`src/rtl/ps2_pkg.sv`:
```
// Shared types and constants for the PS/2 mouse receiver: frame FSM states,
// frame geometry and the bit positions of the packed MOUSE word.
package ps2_pkg;

   typedef enum logic [1:0] {
      ST_IDLE,
      ST_DATA,
      ST_PARITY,
      ST_STOP
   } frame_state_t;

   localparam int FRAME_BITS = 11;
   localparam int DATA_BITS  = FRAME_BITS - 3;

   localparam int MOUSE_W    = 25;
   localparam int B0_LSB     = 0;
   localparam int B1_LSB     = 8;
   localparam int B2_LSB     = 16;
   localparam int TOGGLE_BIT = 24;

   // True when data plus parity bit hold an odd number of ones.
   function automatic logic odd_parity_ok(input logic [7:0] data, input logic par);
      return ^{data, par};
   endfunction

endpackage

```
`src/rtl/ps2_filter.sv`:
```
// Two-flop synchronizers for PS2_CLK/PS2_DATA plus a run-length glitch filter
// on the clock that emits a one-cycle pulse on each filtered falling edge.
module ps2_filter #(
   parameter int FILTER = 8
) (
   input  logic CLK,
   input  logic RESET,
   input  logic ps2_clk,
   input  logic ps2_data,
   output logic data_sync,
   output logic clk_fall
);

   localparam int CW = $clog2(FILTER + 1);

   logic [1:0]    clk_meta;
   logic [1:0]    data_meta;
   logic          clk_filt;
   logic [CW-1:0] run_cnt;

   // The filtered level flips only after FILTER consecutive samples disagree
   // with it; any agreeing sample restarts the run.
   always_ff @(posedge CLK or posedge RESET) begin
      if (RESET) begin
         clk_meta  <= 2'b11;
         data_meta <= 2'b11;
         clk_filt  <= 1'b1;
         run_cnt   <= '0;
         clk_fall  <= 1'b0;
      end else begin
         clk_meta  <= {clk_meta[0], ps2_clk};
         data_meta <= {data_meta[0], ps2_data};
         clk_fall  <= 1'b0;
         if (clk_meta[1] == clk_filt) begin
            run_cnt <= '0;
         end else if (run_cnt == CW'(FILTER - 1)) begin
            clk_filt <= clk_meta[1];
            run_cnt  <= '0;
            clk_fall <= ~clk_meta[1];
         end else begin
            run_cnt <= run_cnt + 1'b1;
         end
      end
   end

   assign data_sync = data_meta[1];

endmodule

```
`src/rtl/ps2_mouse_rx.sv`:
```
// PS/2 mouse receiver: frames bytes, checks parity/stop/sync bit and publishes
// complete 3-byte packets on MOUSE with a toggle strobe in bit 24.
// Optional watchdog enabled by defining PS2_MOUSE_TIMEOUT_EN.
module ps2_mouse_rx
   import ps2_pkg::*;
#(
   parameter int FILTER  = 8,
   parameter int TIMEOUT = 60000
) (
   input  logic               CLK,
   input  logic               RESET,
   input  logic               PS2_CLK,
   input  logic               PS2_DATA,
   output logic [MOUSE_W-1:0] MOUSE,
   output logic               ERR
);

   logic         data_bit;
   logic         fall;
   frame_state_t state;
   logic [3:0]   bit_cnt;
   logic [7:0]   shift_reg;
   logic         parity_bit;
   logic [1:0]   pkt_idx;
   logic [7:0]   byte0_q;
   logic [7:0]   byte1_q;

`ifdef PS2_MOUSE_TIMEOUT_EN
   localparam int WD_W = $clog2(TIMEOUT + 1);
   logic [WD_W-1:0] wd_cnt;
`endif

   ps2_filter #(
      .FILTER(FILTER)
   ) u_filter (
      .CLK      (CLK),
      .RESET    (RESET),
      .ps2_clk  (PS2_CLK),
      .ps2_data (PS2_DATA),
      .data_sync(data_bit),
      .clk_fall (fall)
   );

   // Frame and packet assembly advance only on filtered falling edges; MOUSE
   // is rewritten in one shot so partial packets never leak out.
   always_ff @(posedge CLK or posedge RESET) begin
      if (RESET) begin
         state      <= ST_IDLE;
         bit_cnt    <= '0;
         shift_reg  <= '0;
         parity_bit <= 1'b0;
         pkt_idx    <= '0;
         byte0_q    <= '0;
         byte1_q    <= '0;
         MOUSE      <= '0;
         ERR        <= 1'b0;
`ifdef PS2_MOUSE_TIMEOUT_EN
         wd_cnt     <= '0;
`endif
      end else begin
         ERR <= 1'b0;
         if (fall) begin
`ifdef PS2_MOUSE_TIMEOUT_EN
            wd_cnt <= '0;
`endif
            case (state)
               ST_IDLE: begin
                  if (!data_bit) begin
                     state   <= ST_DATA;
                     bit_cnt <= '0;
                  end
               end
               ST_DATA: begin
                  shift_reg <= {data_bit, shift_reg[7:1]};
                  bit_cnt   <= bit_cnt + 1'b1;
                  if (bit_cnt == 4'(DATA_BITS - 1)) begin
                     state <= ST_PARITY;
                  end
               end
               ST_PARITY: begin
                  parity_bit <= data_bit;
                  state      <= ST_STOP;
               end
               ST_STOP: begin
                  state   <= ST_IDLE;
                  bit_cnt <= '0;
                  if (!data_bit || !odd_parity_ok(shift_reg, parity_bit)) begin
                     ERR     <= 1'b1;
                     pkt_idx <= '0;
                  end else if (pkt_idx == 2'd0 && !shift_reg[3]) begin
                     ERR <= 1'b1;
                  end else begin
                     case (pkt_idx)
                        2'd0: begin
                           byte0_q <= shift_reg;
                           pkt_idx <= 2'd1;
                        end
                        2'd1: begin
                           byte1_q <= shift_reg;
                           pkt_idx <= 2'd2;
                        end
                        default: begin
                           MOUSE   <= {~MOUSE[TOGGLE_BIT], shift_reg, byte1_q, byte0_q};
                           pkt_idx <= '0;
                        end
                     endcase
                  end
               end
               default: state <= ST_IDLE;
            endcase
         end
`ifdef PS2_MOUSE_TIMEOUT_EN
         // A stalled frame or packet is abandoned after TIMEOUT quiet cycles.
         else if (state != ST_IDLE || pkt_idx != 2'd0) begin
            if (wd_cnt == WD_W'(TIMEOUT - 1)) begin
               state   <= ST_IDLE;
               bit_cnt <= '0;
               pkt_idx <= '0;
               ERR     <= 1'b1;
               wd_cnt  <= '0;
            end else begin
               wd_cnt <= wd_cnt + 1'b1;
            end
         end else begin
            wd_cnt <= '0;
         end
`endif
      end
   end

endmodule

```
`config.mk`:
```
export PLATFORM = sky130hd
export DESIGN_NAME = ps2_mouse_rx
export DESIGN_NICKNAME = d
export VERILOG_FILES = /design/src/rtl/ps2_pkg.sv /design/src/rtl/ps2_filter.sv /design/src/rtl/ps2_mouse_rx.sv
export SDC_FILE = /design/constraint.sdc
export NUM_CORES = 1
export LEC_CHECK = 0
export ABC_AREA = 1
export BUFFER_PORTS_ARGS = -buffer_cell sky130_fd_sc_hd__buf_2
export CAP_MARGIN = 10
export CORE_MARGIN = 2
export CORE_UTILIZATION = 55
export CTS_CLUSTER_DIAMETER = 120
export DETAILED_ROUTE_END_ITERATION = 10
export PLACE_DENSITY = 0.75
export SLEW_MARGIN = 30
export SYNTH_ARGS = -nofsm -noshare
export SYNTH_HDL_FRONTEND = slang
export SYNTH_SLANG_ARGS = --single-unit
```
`constraint.sdc`:
```
create_clock -name CLK -period 2.6 [get_ports CLK]
set_input_delay 0.13 -clock CLK [delete_from_list [all_inputs] [get_ports CLK]]
set_output_delay 0.13 -clock CLK [all_outputs]
set_load 0.1 [all_outputs]
```
; ---- Word-level counts from Yosys, hierarchy flattened
; Cells that the tools add are included.
[word_totals]
reg_bits = 69
latch_bits = 0
ramBits = 0
mem_bits_ro = 0
output_inout_bits = 26
memories = 0
[op_classes]
add_sub_neg = 2
n_mul = 0
div_mod_pow = 0
order_cmp = 0
eq_ne = 10
n_shift = 0
n_mux = 16
bitwise_logic = 6
reduce_logical = 19
[op_table]
columns = operator, count
row1 = $reduce_and 5->1, 3
row2 = $mux 4, 3
row3 = $pmux 4 s3, 1
row4 = $reduce_and 3->1, 3
row5 = $reduce_xor 9->1, 1
row6 = $add 4x1->4 const B, 2
row7 = $eq 4x3->1 const B, 2
row8 = $mux 2, 4
row9 = $pmux 2 s4, 1
row10 = $mux 1, 6
row11 = $ne 2x2->1 const B, 3
row12 = $not 1->1, 6
row13 = $reduce_and 2->1, 3
row14 = $eq 2x1->1 const B, 2
row15 = $eq 2x2->1 const B, 2
row16 = $logic_not 2->1, 2
row17 = $pmux 2 s2, 1
row18 = $logic_not 1->1, 3
row19 = $reduce_bool 3->1, 1
row20 = $reduce_or 2->1, 1
row21 = $eq 1x1->1, 1
row22 = $logic_and 1x1->1, 1
row23 = $logic_or 1x1->1, 1

; ---- Depth between registers and ports, before layout
; Gate-level depths: netlist of run 1.
[logic_depth]
depth_word = 6
mapped_depth = 13
depth_no_buf = 12

; ---- Cells and area by module
; From an unflattened synthesis of run 1, not the netlist that was laid out.
[hier_totals]
hier_cells = 354
hier_area_um2 = 3049.2
[by_module_without_submodules]
columns = module, instances, cells_each, area_each_um2
row1 = ps2_mouse_rx, 1, 322, 2685.1
row2 = ps2_filter, 1, 32, 364.1

; ---- Least setup slack after synthesis of run 1
; OpenSTA, ideal clock, no wires.
[synth_path]
path_type = register to register
from = register shift_reg[3]
to = register MOUSE[24]
setup_time_ns = 0.122
arrival_ns = 1.419
path_slack_ns = 1.059
stages_incl_launch_ff = 14
path_buffers = 1
cell_sequence = dfrtp_1 inv_1 nand2_1 nand2_1 inv_1 nand2_1 nand2_1 nand3_2 nand2_1 nor2_4 nand2_4 buf_6 nand2_1 nand2_1
[synth_between]
elab_chain_cells = 5
[synth_rtl]
columns = element, line
row1 = start: declaration, ps2_mouse_rx.sv:22  ; logic [7:0] shift_reg;
row2 = start signal: assignment, ps2_mouse_rx.sv:74  ; shift_reg <= {data_bit, shift_reg[7:1]};
row3 = $reduce_xor 9->1, ps2_pkg.sv:23  ; return ^{data, par};
row4 = $logic_not 1->1, ps2_mouse_rx.sv:87  ; if (!data_bit || !odd_parity_ok(shift_reg, parity_bit)) begin
row5 = $logic_or 1x1->1, ps2_mouse_rx.sv:87
row6 = $not 1->1 (no line), --
row7 = $reduce_and 5->1 (no line) (*), --
row8 = end signal: assignment, ps2_mouse_rx.sv:103  ; MOUSE <= {~MOUSE[TOGGLE_BIT], shift_reg, byte1_q, byte0_q};
row9 = end: declaration, ps2_mouse_rx.sv:14  ; output logic [MOUSE_W-1:0] MOUSE,
; Every way passes the cells marked *; elsewhere a longest branch is shown, timed or not.
; A chain may end at the register's enable or synchronous reset.

; ---- Worst setup path in the final report of run 1
[layout_path]
from = register pkt_idx[1]
to = register byte0_q[6]
[layout_between]
elab_chain_cells = 4
[layout_rtl]
columns = element, line
row1 = start: declaration, ps2_mouse_rx.sv:24  ; logic [1:0] pkt_idx;
row2 = start signal: assignment, ps2_mouse_rx.sv:52  ; pkt_idx <= '0;
row3 = start signal: assignment, ps2_mouse_rx.sv:89  ; pkt_idx <= '0;
row4 = start signal: assignment, ps2_mouse_rx.sv:96  ; pkt_idx <= 2'd1;
row5 = $logic_not 2->1 (*), "ps2_mouse_rx.sv:90, ps2_mouse_rx.sv:93"
row6 = $logic_and 1x1->1, ps2_mouse_rx.sv:90  ; end else if (pkt_idx == 2'd0 && !shift_reg[3]) begin
row7 = $not 1->1 (no line), --
row8 = $reduce_and 5->1 (no line) (*), --
row9 = end signal: assignment, ps2_mouse_rx.sv:95  ; byte0_q <= shift_reg;
row10 = end: declaration, ps2_mouse_rx.sv:25  ; logic [7:0] byte0_q;
; Marks and branches as above.

==> key figures, run 1 <==
Floorplan
  – Die Wd: between 70 and 80 microns
  – Std-Cell Core Area: 5410 sq um
  – Boundary Pins: 30
  – Number of cell rows: 27
  – Full die area: 6130 sq um
  – Initial cell density of the core: a little under three fifths
  – Die height: roughly 78 microns

Setup path
  – Endpoint required time on the critical path: 2840 ps
  – Delay of the slowest critical-path stage: 500 ps
  – Cell with the largest stage delay on the worst path: sky130_fd_sc_hd__nor2_2
  – Critical path cell sequence: nor2_1 -> nand2_1 -> inv_1 -> nor2_2 -> nand4_2 -> nand2_1 -> nand2_1
  – Largest delay share family, worst path: simple AND/OR/NAND/NOR gates
  – Crit end category: flip-flop
  – CP Data Arrival Time: 2110 ps
  – Element type at the critical path start: flip-flop
  – Top fanout value on the critical path: 18
  – Number of buffers and inverters on the critical path: 1
  – Reg-to-reg setup timing slack: slightly above 700 ps
  – Most repeated library cell on the critical path: sky130_fd_sc_hd__nand2_1
  – Worst Path Class, Setup: reg -> reg

Synth
  – Netlist cell types: 30
  – Yosys warning total: 0
  – Synth Net Count: 351
  – Avg Cell Area, Syn: 8.93 sq um
  – Share of Yosys cell area claimed by the top area cell type: 52.7%
  – Mapped cell area: ~3000 sq um
  – Synth area leaders: sky130_fd_sc_hd__dfrtp_1 53%, sky130_fd_sc_hd__nand2_1 15%, sky130_fd_sc_hd__nand3_1 5.8%
  – Cells after Synth: 340
  – Synth Register Bits: between 60 and 70
  – Biggest area consumer among synthesized cells: sky130_fd_sc_hd__dfrtp_1
  – Seq/Total Area, Yosys: around 57%

Final layout
  – P&R area growth vs syn: 14.8%
  – Non-Filler Instances: 453
  – Largest Register: MOUSE
  – Number of flip-flops under the largest register name: 25
  – Final net count: 387
  – Fraction of layout cells with a size suffix above 1: 17.6%
  – Number of diodes: 0

Placed design
  – Placed cell count: 434
  – Port Buffer Count: 29
  – Final Wtd Congestion: about 0.88
  – Sum of net half-perimeters after detailed placement: 4.03 mm

CTS
  – Number of clock sinks seen by CTS: 69
  – Clock transition time at the flip-flop clock pins of the worst setup and hold paths: 80 ps
  – Setup Buffers After CTS: 0
  – Inserted Clock Buffers: 9
  – Maximum clock insertion buffer count: 2
  – Number of cells upsized or downsized after cts: 0
  – Clock root cell: sky130_fd_sc_hd__clkbuf_8
  – Total of hold buffers inserted after clock tree synthesis: 3
  – CTS tree: built
  – H-tree depth: 3
  – Clock latency of the later-clocked register in the worst-skew pair: 350 ps

STA
  – Final worst path period need: between 1500 and 2000 ps
  – Post-route fraction of the period consumed by the critical path: 72.0%
  – Clock Skews: ~6.0 ps
  – Count of endpoints failing setup in the final report: 0
  – Setup repair after global routing missed its margin: false
  – Headroom to the max-slew limit: about 56%
  – Number of hold violations in the final report: 0
  – Timing-limited maximum frequency: 534 MHz
  – Max-slew violation count: 0
  – Accumulated negative setup slack: 0 ps
  – Transition time at the pin with the least slew margin: 654 ps

Worst hold path
  – Hold Path Class: in -> async

Routing
  – Detailed Route Iter0 Violations: 209
  – Mean number of vias per cell: 5.06
  – Number of vias in the routed layout: 2,293
  – 1st-pass router iterations: 4
  – Antenna-violating nets left: 0
  – Sum of routed wire length over all layers: around 5.7 mm
  – Routed length per placed instance: between 10 and 15 microns
  – Number of remaining DRC errors: 0

Global routing
  – Total gr overflow: 0
  – Total global routing track utilization: around a fifth
  – Antenna violations before repair: 0
  – Number of global-route vias before repair: 2,206
  – Pin count of the biggest net entering global routing: 35
  – Wire length of the first global-routing pass: between 10 and 15 mm

Pwr
  – Power density relative to cell area: 607 nW/um^2
  – Leakage power figure: 1.96 nW
  – Overall power after layout: approximately 2.1 mW
  – Maximum resistive drop on vdd: around 0.45 mV

Flow run
  – Number of max-capacitance violations reported: 0

Status
  – Status: finished, final reports clean
[layout make-up]
type                       instances  area, sq um
fill                             476         1920
sequential                        69         1730
multi-input combinational        229         1120
timing repair buffer              36          218
clock buffer                       9          124
inverter                          31          116
tap                               72         90.1
clock inverter                     7         82.6
[worst paths after layout]
kind,start,depth (start not counted),to
min reg2reg,u_filter.data_meta[0],0,u_filter.data_meta[1]
max,pkt_idx[1],7,byte0_q[6]
max in group asynchronous,RESET,4,MOUSE[16]
max reg2reg,pkt_idx[1],7,byte0_q[6]
min,RESET,3,u_filter.run_cnt[3]
min in group CLK,u_filter.data_meta[0],0,u_filter.data_meta[1]
[logic make-up after synthesis]
| kind of cell | Yosys count | synth area share (%) |
|---|---|---|
| fa+ha+maj | 7 | 2.88 |
| compound gates | 20 | 3.42 |
| flops | 69 | 57.1 |
| xor+xnor | 4 | 1.15 |
| mux | 1 | 0.371 |
| buf+inv | 42 | 6.02 |
| simple gates | 197 | 29.1 |
[layer usage]
metal,GRT usage [%],part of all wire [%]
met5,0,0
met3,4.14,3.5
met4,11.2,2.2
met2,34.3,47
met1,26.7,47
[worst register-to-register path: cells and delay by family (launching register included)]
kind / cells / cell delay [ps]
DFF: 1 / 390
and+or+nand+nor: 6 / 1330
buffers and inverters: 1 / 50
[synthesized netlist by cell type (all sizes together)]
library cell,n
nand2,123
dfrtp,64
nand3,37
inv,31
nand4,17
nor2,17
o21ai,14
buf,7
ha,7
dfstp,5
a21oi,4
clkbuf,4
xnor2,2
xor2,2
a31oi,1
mux2,1
nand3b,1
nor3,1
o31ai,1
or2,1
[report_power, final]
group	total (mW)	internal, mW	switching, mW
logic	0.0942	0.0321	0.0621
registers	1.13	1.11	0.0209
clock network	0.895	0.457	0.438
[stage by stage]
step / hold slack (ps) / area, sq um / utilization (%) / setup WS (ps)
floorplan: 134 / 3040 / - / 738
global placement: 169 / 3250 / 60.1 / 780
detailed placement: 174 / 3250 / 60.1 / 751
CTS: 350 / 3480 / 64.5 / 738
global route: 361 / 3480 / 64.5 / 527
finish: 350 / 3480 / 64.5 / 727
[layout by cell type (no fill, tap or decap), drive strengths merged, types with 2 or more instances in the layout]
master and count:
ha 7, nand3 37, buf 33, dfrtp 64, nand4 17, clkinvlp 2
xor2 2, clkbuf 9, o21ai 14, dfstp 5, dlygate4sd3 3, xnor2 2
nand2 123, nor2 17, inv 34, a21oi 4
Power figures use the tool's default switching activity.
==> run 2, diff against run 1 <==
--- a/config.mk
+++ b/config.mk
@@ -9,10 +9,10 @@
 export BUFFER_PORTS_ARGS = -buffer_cell sky130_fd_sc_hd__buf_2
 export CAP_MARGIN = 10
 export CORE_MARGIN = 2
-export CORE_UTILIZATION = 55
+export CORE_UTILIZATION = 52
 export CTS_CLUSTER_DIAMETER = 120
 export DETAILED_ROUTE_END_ITERATION = 10
-export PLACE_DENSITY = 0.75
+export PLACE_DENSITY = 0.74
 export SLEW_MARGIN = 30
 export SYNTH_ARGS = -nofsm -noshare
 export SYNTH_HDL_FRONTEND = slang
==> constraint.sdc (replaced) <==
create_clock -name CLK -period 1.6 [get_ports CLK]
set_input_delay 0.08 -clock CLK [delete_from_list [all_inputs] [get_ports CLK]]
set_output_delay 0.08 -clock CLK [all_outputs]
set_load 0.1 [all_outputs]
==> key figures, run 2 (same netlist as run 1, synthesis figures left out) <==
Final layout
  – Top library cells by usage in the layout, fill and taps aside: 87 x sky130_fd_sc_hd__nand2_1, 64 x sky130_fd_sc_hd__dfrtp_1, 37 x sky130_fd_sc_hd__buf_4, 31 x sky130_fd_sc_hd__nand2_2, 31 x sky130_fd_sc_hd__nand3_1
  – Register area: 1730 sq um
  – Final net count: 433
  – Fraction of layout cells with a size suffix above 1: 38.9%
  – # fillers: 360
  – Total area of multi-input combinational cells: 1380 sq um
  – Number of diodes: 0
  – Most common cell after layout, fill and taps aside: sky130_fd_sc_hd__nand2_1
  – Number of flip-flops under the largest register name: 25
  – Largest Register: MOUSE
  – P&R area growth vs syn: 37.9%
  – Post-layout util: 75.2%

STA
  – Number of hold violations in the final report: 0
  – Setup repair after global routing missed its margin: true
  – Headroom to the max-slew limit: a little over half
  – Final worst path period need: 1770 ps
  – Transition time at the pin with the least slew margin: a little under 700 ps
  – Post-Route Hold Slack: 357 ps
  – Max-slew violation count: 0
  – Post-route fraction of the period consumed by the critical path: 111%
  – Timing-limited maximum frequency: 564 MHz
  – Final worst slack: -173 ps
  – Clock Skews: 17.3 ps
  – Count of endpoints failing setup in the final report: 40

Routing
  – Mean number of vias per cell: 5.44
  – Number of remaining DRC errors: 0
  – Number of vias in the routed layout: 2,716
  – Detailed Route Iter0 Violations: 301
  – Antenna-violating nets left: 0
  – Sum of routed wire length over all layers: roughly 8.1 mm
  – 1st-pass router iterations: 5
  – Routed length per placed instance: 16.1 microns

Pwr
  – Power density relative to cell area: 871 nW/um^2
  – Portion of total power attributed to combinational logic: 5.1%
  – Share of total power in the clock network: between 40 and 50%
  – Internal power component: about 2.8 mW
  – Leakage power figure: 2.26 nW
  – Psw: roughly 0.85 mW
  – Maximum resistive drop on vdd: about 0.67 mV
  – Sequential group share of total power: 50.3%
  – Switch share: between 20% and 30%

Flow run
  – Number of max-capacitance violations reported: 0

Floorplan
  – Std-Cell Core Area: about 5600 sq um
  – Full die area: 6470 sq um
  – Die Wd: between 80 and 90 microns
  – Boundary Pins: 30
  – Number of cell rows: 27
  – Die height: 80.4 microns
  – Initial cell density of the core: between 50 and 60%

Setup path
  – Crit end category: flip-flop
  – Delay of the slowest critical-path stage: 450 ps
  – Number of buffers and inverters on the critical path: 4
  – Cell with the largest stage delay on the worst path: sky130_fd_sc_hd__dfrtp_1
  – Largest delay share family, worst path: simple AND/OR/NAND/NOR gates
  – Endpoint required time on the critical path: ~1900 ps
  – CP Data Arrival Time: just over 2000 ps
  – Top fanout value on the critical path: 7
  – Critical path cell sequence: inv_2 -> nand2_2 -> nand2_2 -> inv_2 -> nand2_2 -> nand2_4 -> nand3_2 -> nand2_2 -> nor2_4 -> buf_12 -> buf_16 -> nand4_1 -> nand2_1
  – Worst Path Class, Setup: reg -> reg
  – Most repeated library cell on the critical path: sky130_fd_sc_hd__nand2_2
  – Element type at the critical path start: flip-flop

CTS
  – Clock root cell: sky130_fd_sc_hd__clkbuf_8
  – Maximum clock insertion buffer count: 2
  – CTS tree: built
  – Number of clock sinks seen by CTS: 69
  – Inserted Clock Buffers: 9
  – Clock transition time at the flip-flop clock pins of the worst setup and hold paths: 90 ps
  – H-tree depth: 3
  – Clock latency of the later-clocked register in the worst-skew pair: around 350 ps

Status
  – Status: finished, violations left
  – Violated checks: negative setup slack

Placed design
  – Final Wtd Congestion: 0.777
  – Port Buffer Count: 29
  – Sum of net half-perimeters after detailed placement: 4.20 mm

Global routing
  – Total gr overflow: 0
  – Wire length of the first global-routing pass: about 12 mm
  – Antenna violations before repair: 0
  – Number of global-route vias before repair: 2,572
  – Pin count of the biggest net entering global routing: 45
  – Total global routing track utilization: approximately a quarter

Worst hold path
  – Hold Path Class: in -> async
-- run 2: changes by cell type in the layout (fill, tap and decap cells not counted), sizes merged --
cell and delta:
nand4 +1, clkbuf +4, clkinv +1, bufinv +1, buf +39, nand2 +3, inv -3
-- run 2: what timing repair did --
| action | CTS | global route |
|---|---|---|
| hold buffers | 3 | 0 |
| buffers inserted | 8 | 6 |
| gates resized for setup | 18 | 53 |
| endpoints found under the setup margin | 40 | 46 |
| pin swaps | 11 | 21 |
| cloned | 3 | 5 |
| hold endpoints to repair | 66 | 0 |
-- run 2: power groups by stage --
stage                     Combinational (mW)  Clock [mW]  Sequential, mW
final                                  0.186        1.63            1.83
after detailed placement               0.167           0            1.87
after global placement                 0.157           0            1.86
after CTS                              0.175        1.65            1.83
after global routing                   0.224        1.74            1.84
after floorplan                        0.117           0            1.86
-- run 2: path summary, 6_finish.rpt --
kind,start,slack (ps),to,cells after the start
worst max-delay path,shift_reg[6],-170,byte1_q[1],13
worst min-delay path,RESET,360,byte1_q[5],4
worst max register to register,shift_reg[6],-170,byte1_q[1],13
worst min register to register,u_filter.clk_meta[0],360,u_filter.clk_meta[1],0
max in group asynchronous,RESET,740,shift_reg[3],4
min in group CLK,u_filter.clk_meta[0],360,u_filter.clk_meta[1],0
-- run 2: per-layer routing --
layer	vias to the layer above	track usage [%]	wire length [microns]
li1	1267	-	-
met2	103	42.3	4180
met1	1316	29.2	3170
met4	0	9.32	290
met5	-	0	0
met3	30	6.18	411
-- run 2: area by class of cell --
class	instances	area share [%]
Tap cell	72	2.15
Timing Repair Buffer	78	15.2
Multi-Input combinational cell	233	32.9
Clock inverter	6	2.24
Inverter	31	2.87
Sequential cell	69	41.4
Clock buffer	10	3.29
-- run 2: stage by stage --
stage | setup WS [ps] | setup TNS (ps) | area [sq um] | total power [mW] | cells
finish | -173 | -5160 | 4190 | 3.65 | 499
global route | -240 | -8380 | 4190 | 3.80 | 499
CTS | -30.8 | -467 | 3900 | 3.66 | 489
detailed placement | -238 | -5910 | 3450 | 2.03 | 459
global placement | -124 | -2910 | 3450 | 2.02 | 459
floorplan | 58.9 | 0 | 3040 | 1.97 | 340
-- run 2: worst min-delay path, cell delays in order --
cell,delay [ps]
sky130_fd_sc_hd__dlygate4sd3_1,530
sky130_fd_sc_hd__buf_2,130
sky130_fd_sc_hd__clkinvlp_4,60
sky130_fd_sc_hd__buf_4,290
